<file path="config.mk">
export PLATFORM = sky130hd
export DESIGN_NAME = dbns_converter_param
export DESIGN_NICKNAME = d
export VERILOG_FILES = /design/src/rtl/dbns_converter_param.sv
export SDC_FILE = /design/constraint.sdc
export NUM_CORES = 1
export LEC_CHECK = 0
export CAP_MARGIN = 10
export CORE_MARGIN = 10
export CORE_UTILIZATION = 43
export DETAILED_ROUTE_END_ITERATION = 6
export GPL_TIMING_DRIVEN = 0
export HOLD_SLACK_MARGIN = 0.12
export PLACE_DENSITY = 0.6
export SYNTH_ARGS = -nofsm -noshare
export SYNTH_HDL_FRONTEND = slang
export SYNTH_SLANG_ARGS = --single-unit
</file>
<file path="constraint.sdc">
create_clock -name clk -period 14.1 [get_ports clk]
set_input_delay 2.82 -clock clk [delete_from_list [all_inputs] [get_ports clk]]
set_output_delay 2.82 -clock clk [all_outputs]
set_load 0.05 [all_outputs]
</file>
<file path="src/rtl/dbns_converter_param.sv">
// Greedy double-base (2,3) converter.
// Splits an unsigned integer into up to TERMS terms of the form 2^a * 3^b.
// Each term is chosen greedily as the largest such value that does not exceed
// the running residual. Each term costs one SEARCH sweep over b = 0..B_MAX and
// one COMMIT cycle. Handshakes are valid/ready on both sides.
module dbns_converter_param #(
  parameter int WIDTH = 16,
  parameter int TERMS = 4,
  parameter int B_MAX = 10,
  parameter int AW    = $clog2(WIDTH),
  parameter int BW    = $clog2(B_MAX + 1)
) (
  input  logic                         clk,
  input  logic                         rst,
  input  logic                         in_valid,
  output logic                         in_ready,
  input  logic [WIDTH-1:0]             in_data,
  output logic                         out_valid,
  input  logic                         out_ready,
  output logic [TERMS*(AW+BW)-1:0]     out_terms,
  output logic [$clog2(TERMS+1)-1:0]   out_count,
  output logic [WIDTH-1:0]             out_residual,
  output logic                         out_exact
);

  localparam int TW = AW + BW;
  localparam int CW = $clog2(TERMS + 1);

  typedef enum logic [1:0] {
    ST_IDLE   = 2'd0,
    ST_SEARCH = 2'd1,
    ST_COMMIT = 2'd2,
    ST_DONE   = 2'd3
  } state_t;

  // Index of the most significant set bit (0 for a zero operand).
  function automatic logic [AW-1:0] msb_index(input logic [WIDTH-1:0] v);
    logic [AW-1:0] idx;
    idx = {AW{1'b0}};
    for (int i = 0; i < WIDTH; i++) begin
      if (v[i]) begin
        idx = AW'(i);
      end else begin
        idx = idx;
      end
    end
    return idx;
  endfunction

  state_t                 state_r;
  logic                   in_ready_r;
  logic                   out_valid_r;
  logic                   exact_r;
  logic [WIDTH-1:0]       residual_r;
  logic [TERMS*TW-1:0]    terms_r;
  logic [CW-1:0]          count_r;
  logic [BW-1:0]          b_r;
  logic [WIDTH:0]         p_r;        // 3^b, one guard bit wider than the data
  logic [WIDTH-1:0]       best_r;
  logic [AW-1:0]          best_a_r;
  logic [BW-1:0]          best_b_r;

  logic [WIDTH:0]         r_ext_s;
  logic [AW-1:0]          msb_r_s;
  logic [AW-1:0]          msb_p_s;
  logic [AW-1:0]          shift0_s;
  logic [WIDTH:0]         p_shift0_s;
  logic [AW-1:0]          cand_a_s;
  logic [WIDTH:0]         cand_val_s;
  logic                   cand_ok_s;
  logic                   cand_better_s;
  logic [WIDTH-1:0]       residual_next_s;
  logic [CW-1:0]          count_next_s;

  // Largest a with (p << a) <= R for the current b, evaluated at WIDTH+1 bits.
  always_comb begin
    r_ext_s    = {1'b0, residual_r};
    msb_r_s    = msb_index(residual_r);
    msb_p_s    = msb_index(p_r[WIDTH-1:0]);
    cand_ok_s  = (p_r <= r_ext_s);
    if (cand_ok_s) begin
      shift0_s = msb_r_s - msb_p_s;
    end else begin
      shift0_s = {AW{1'b0}};
    end
    p_shift0_s = p_r << shift0_s;
    // Aligning the leading ones can overshoot R by less than one binary step.
    if (cand_ok_s && (p_shift0_s > r_ext_s)) begin
      cand_a_s   = shift0_s - AW'(1);
      cand_val_s = p_r << cand_a_s;
    end else begin
      cand_a_s   = shift0_s;
      cand_val_s = p_shift0_s;
    end
    cand_better_s   = cand_ok_s && (cand_val_s > {1'b0, best_r});
    residual_next_s = residual_r - best_r;
    count_next_s    = count_r + CW'(1);
  end

  // Conversion FSM with all datapath registers and registered outputs.
  always_ff @(posedge clk or negedge rst) begin
    if (!rst) begin
      state_r     <= ST_IDLE;
      in_ready_r  <= 1'b1;
      out_valid_r <= 1'b0;
      exact_r     <= 1'b1;
      residual_r  <= {WIDTH{1'b0}};
      terms_r     <= {(TERMS*TW){1'b0}};
      count_r     <= {CW{1'b0}};
      b_r         <= {BW{1'b0}};
      p_r         <= {{WIDTH{1'b0}}, 1'b1};
      best_r      <= {WIDTH{1'b0}};
      best_a_r    <= {AW{1'b0}};
      best_b_r    <= {BW{1'b0}};
    end else begin
      case (state_r)
        ST_IDLE: begin
          if (in_valid && in_ready_r) begin
            residual_r <= in_data;
            terms_r    <= {(TERMS*TW){1'b0}};
            count_r    <= {CW{1'b0}};
            b_r        <= {BW{1'b0}};
            p_r        <= {{WIDTH{1'b0}}, 1'b1};
            best_r     <= {WIDTH{1'b0}};
            best_a_r   <= {AW{1'b0}};
            best_b_r   <= {BW{1'b0}};
            in_ready_r <= 1'b0;
            if (in_data == {WIDTH{1'b0}}) begin
              // Zero needs no terms; valid follows from DONE one edge later.
              exact_r <= 1'b1;
              state_r <= ST_DONE;
            end else begin
              exact_r <= 1'b0;
              state_r <= ST_SEARCH;
            end
          end else begin
            in_ready_r <= 1'b1;
          end
        end
        ST_SEARCH: begin
          if (cand_better_s) begin
            best_r   <= cand_val_s[WIDTH-1:0];
            best_a_r <= cand_a_s;
            best_b_r <= b_r;
          end else begin
            best_r   <= best_r;
          end
          p_r <= p_r + (p_r << 1);
          b_r <= b_r + BW'(1);
          if (b_r == BW'(B_MAX)) begin
            state_r <= ST_COMMIT;
          end else begin
            state_r <= ST_SEARCH;
          end
        end
        ST_COMMIT: begin
          for (int k = 0; k < TERMS; k++) begin
            if (count_r == CW'(k)) begin
              terms_r[k*TW +: TW] <= {best_a_r, best_b_r};
            end else begin
              terms_r[k*TW +: TW] <= terms_r[k*TW +: TW];
            end
          end
          count_r    <= count_next_s;
          residual_r <= residual_next_s;
          exact_r    <= (residual_next_s == {WIDTH{1'b0}});
          if ((residual_next_s == {WIDTH{1'b0}}) || (count_next_s == CW'(TERMS))) begin
            out_valid_r <= 1'b1;
            state_r     <= ST_DONE;
          end else begin
            b_r      <= {BW{1'b0}};
            p_r      <= {{WIDTH{1'b0}}, 1'b1};
            best_r   <= {WIDTH{1'b0}};
            best_a_r <= {AW{1'b0}};
            best_b_r <= {BW{1'b0}};
            state_r  <= ST_SEARCH;
          end
        end
        ST_DONE: begin
          if (!out_valid_r) begin
            out_valid_r <= 1'b1;
          end else if (out_ready) begin
            out_valid_r <= 1'b0;
            in_ready_r  <= 1'b1;
            state_r     <= ST_IDLE;
          end else begin
            out_valid_r <= 1'b1;
          end
        end
        default: begin
          out_valid_r <= 1'b0;
          in_ready_r  <= 1'b1;
          state_r     <= ST_IDLE;
        end
      endcase
    end
  end

  assign in_ready     = in_ready_r;
  assign out_valid    = out_valid_r;
  assign out_terms    = terms_r;
  assign out_count    = count_r;
  assign out_residual = residual_r;
  assign out_exact    = exact_r;

endmodule

</file>
==> flow_summary_export.csv <==
group,metric,value,unit
logic_synthesis,synth.most_common_cell,"dfrtp_1",
timing,max_slew_margin,0.285,
routing,drtIter0Drc,806,
logic_synthesis,synth_cell_types,85,
timing,rsz0062_at_grt,"false",
timing,setup_ws,4.09,ns
critical_path,cp_max_fo,10,
clock_tree,cts_hold_buf,0,
logic_synthesis,yosys-top-cells-count,"dfrtp_1, ha_1, nor2_1",
logic_synthesis,synth_cells,1027,
timing,fmax,99.9,MHz
critical_path,cp-end-kind,"flip-flop",
clock_tree,clkTransAtPathRegs,0.09,ns
routing,avgViaCountPerCell,6.09,
critical_path,crit_start,"p_r[2]$_DFFE_PN0P_",
status,outcome,"completed",
place,place.gp.congestion,0.963,
logic_synthesis,synth-adder-area-share,0.135,
place,portBuffers,73,
critical_path,path_depth,42,
logic_synthesis,yosys_warnings,0,
logic_synthesis,synth_top_family_by_area,"compound AO/OA/AOI/OAI gates",
timing,maxSlewViolCount,0,
timing,post-route-period-util,0.710,
critical_path,crit_family,"compound AO/OA/AOI/OAI gates",
clock_tree,clockBufferDepth,2,
place,dp_slack,4.38,ns
critical_path,worstSetupPathType,"flip-flop to flip-flop",
clock_tree,clock_latency,0.37,ns
layout,insertedDiodeCount,0,
critical_path,worstPathArrival,10.30,ns
global_routing,track_usage,0.218,
critical_path,r2r_start,"p_r[2]$_DFFE_PN0P_",
clock_tree,cts.sinks,101,
logic_synthesis,ys_seq_elements,101,
critical_path,reg2reg_slack,4.09,ns
global_routing,grt_pass1_vias,8285,
die,die_w,166,µm
layout,nNetsFinal,1229,
timing,finalSetupViolations,0,
logic_synthesis,synthArstFlopShare,1.00,
global_routing,grt_max_degree,65,
die,pin_count,74,
logic_synthesis,synth_ff_type,"dfrtp_1",
logic_synthesis,synthesis.area,0.00916,mm²
critical_path,path_buf_inv,8,
logic_synthesis,yosysTopAreaCell,"dfrtp_1",
logic_synthesis,synthMuxAreaShare,0.104,
layout,fin_util,0.504,
critical_path,cpPeakStageDelay,0.51,ns
routing,wl,31.0,mm
critical_path,r2r_cells,42,
routing,first_pass_iters,6,
logic_synthesis,synth_area_leaders,"dfrtp_1, ha_1, mux2_2",
routing,wl_per_cell,22.3,µm
timing,period_minus_slack,10.01,ns
logic_synthesis,synth.avg_cell_area,8.91,µm²
critical_path,cp.required,14.39,ns
critical_path,critical_path.endpoint,"best_a_r[2]$_DFFE_PN0P_",
global_routing,use_met1,0.305,
global_routing,antenna_found_initial,0,
layout,syn_to_final_growth,15.4,%
logic_synthesis,yosys.area_share.simple,0.149,
logic_synthesis,synth_seq_area_share,0.276,
logic_synthesis,synth_compound_area_frac,0.248,
global_routing,use_met2,0.331,
timing,hold_viol,0,
logic_synthesis,synth_edf_count,0,
routing,vias,8480,
logic_synthesis,synth_nets,1144,
die,core_area,0.0210,mm²
critical_path,cp_slowest_cell,"o221ai_1",
place,placed_cell_area,0.0102,mm²
timing,tightest_slew,1.06,ns
layout,post-route-cell-area,0.0106,mm²
logic_synthesis,yosysTopAreaCellShare,0.268,
die,dieArea,0.0275,mm²
clock_tree,root_buffer,"clkbuf_16",
logic_synthesis,synth_xor_area_frac,0.0282,
global_routing,grt_util_met3,0.0554,
min_path,hold_path_class,"flip-flop to flip-flop",
clock_tree,cts_tree,"done",
layout,drive_gt1_frac,0.100,
routing,antenna_left,0,
place,dp_hpwl,24.4,mm
die,initial_core_util,0.437,
min_path,hold_depth,2,
clock_tree,postCtsResizedCells,0,
layout,n_fill_cell,2048,
clock_tree,cts_setup_buffers,0,
global_routing,grt_pass1_wl,48.9,mm
global_routing,grt-ovfl-total,0,
die,die_h,166,µm
run,max_cap_violations,0,
routing,drc,0,
global_routing,busiest_layer,"met2",
timing,fin_skew,0.0134,ns
critical_path,reg2reg_to,"best_a_r[2]$_DFFE_PN0P_",
die,std_cell_rows,53,
clock_tree,htreeDepth,3,
timing,tns,0,ns
clock_tree,cts_buffers,9,
critical_path,start_kind,"flip-flop",
area by class of cell:
| type | count | area [µm²] | area share |
|---|---|---|---|
| Buffer | 53 | 294 | 0.0278 |
| Clock buffer | 9 | 225 | 0.0213 |
| Clock inverter | 7 | 90.1 | 0.00853 |
| Inverter | 66 | 248 | 0.0235 |
| Multi-Input combinational cell | 807 | 6080 | 0.576 |
| Sequential cell | 101 | 2530 | 0.240 |
| Tap cell | 275 | 344 | 0.0326 |
| Timing Repair Buffer | 74 | 748 | 0.0708 |
metal layers:
metal | wire [µm] | share of wire | vias to the layer above
met5 | 0 | 0 | -
met1 | 14400 | 0.46 | 4142
li1 | - | - | 3995
met4 | 398 | 0.013 | 0
met2 | 13500 | 0.44 | 313
met3 | 2650 | 0.085 | 30
worst min-delay path, cell delays in order (launching register included):
cell,delay [ns]
dfstp_2,0.38
nand2_1,0.04
o21ai_0,0.07
metrics by stage:
stage          instances  hold slack, ns
3_3_place_gp        1375           0.478
5_1_grt             1392           0.520
6_report            1392           0.494
2_1_floorplan       1027           0.448
4_1_cts             1392           0.501
3_5_place_dp        1376           0.480
worst min-delay path by stage:
stage                     slack, ns                 endpoint                     from
after global routing           0.52    out_exact$_DFFE_PN1P_    out_exact$_DFFE_PN1P_
final                          0.49    out_exact$_DFFE_PN1P_    out_exact$_DFFE_PN1P_
after detailed placement       0.48  best_b_r[3]$_DFFE_PN0P_  best_b_r[3]$_DFFE_PN0P_
after floorplan                0.45  best_a_r[3]$_DFFE_PN0P_  best_a_r[3]$_DFFE_PN0P_
after CTS                      0.50    out_exact$_DFFE_PN1P_    out_exact$_DFFE_PN1P_
after global placement         0.48    out_exact$_DFFE_PN1P_    out_exact$_DFFE_PN1P_
cells in the final DEF, fill, tap and decap left out, types with 5 or more instances in the layout:
| cell | netlist | final |
|---|---|---|
| mux2i_1 | 38 | 38 |
| nand2b_1 | 8 | 8 |
| nor2b_1 | 14 | 14 |
| a21oi_1 | 72 | 72 |
| o221ai_1 | 6 | 6 |
| nor4_1 | 9 | 9 |
| nor2_1 | 78 | 78 |
| buf_6 | 10 | 10 |
| a22oi_1 | 17 | 17 |
| xnor2_1 | 12 | 12 |
| and2_1 | 10 | 10 |
| mux4_2 | 5 | 5 |
| o21a_1 | 20 | 20 |
| a31oi_1 | 11 | 11 |
| or3_1 | 5 | 5 |
| clkdlybuf4s50_1 | 0 | 72 |
| a221o_1 | 8 | 8 |
| a21o_1 | 12 | 12 |
| a22o_1 | 29 | 29 |
| ha_1 | 94 | 94 |
| o21ai_0 | 55 | 55 |
| o211ai_1 | 10 | 10 |
| dfrtp_1 | 98 | 98 |
| o22ai_1 | 12 | 12 |
| clkbuf_16 | 0 | 9 |
| nand3_1 | 24 | 24 |
| inv_1 | 63 | 63 |
| buf_2 | 7 | 7 |
| and3_1 | 12 | 12 |
| mux2_2 | 41 | 41 |
| o31a_1 | 6 | 6 |
| o31ai_1 | 8 | 8 |
| a211oi_1 | 12 | 12 |
| o21bai_1 | 5 | 5 |
| xor2_1 | 13 | 13 |
| clkbuf_1 | 31 | 31 |
| nor3_1 | 21 | 21 |
| nand4_1 | 10 | 10 |
| nand2_1 | 59 | 59 |
kinds of logic (layout without fill, tap and decap cells):
| family | count (synthesis) | after routing |
|---|---|---|
| buffers and inverters | 119 | 209 |
| AO/OA/AOI/OAI | 327 | 327 |
| adder cells (fa/ha/maj) | 97 | 97 |
| multiplexers | 84 | 84 |
| AND/OR/NAND/NOR | 272 | 272 |
| flip-flops | 101 | 101 |
| XOR/XNOR | 27 | 27 |
state kept, by name (all words and copies together) (netlist names):
register,count
out_valid,1
out_count,3
best_a_r,4
out_terms,32
out_exact,1
b_r,4
best_b_r,4
state_r,2
best_r,16
in_ready,1
p_r,17
out_residual,16
Power is left out: the tool's default activity adds up to more than one toggle a clock period on the data nets, which glitch-free logic cannot reach.
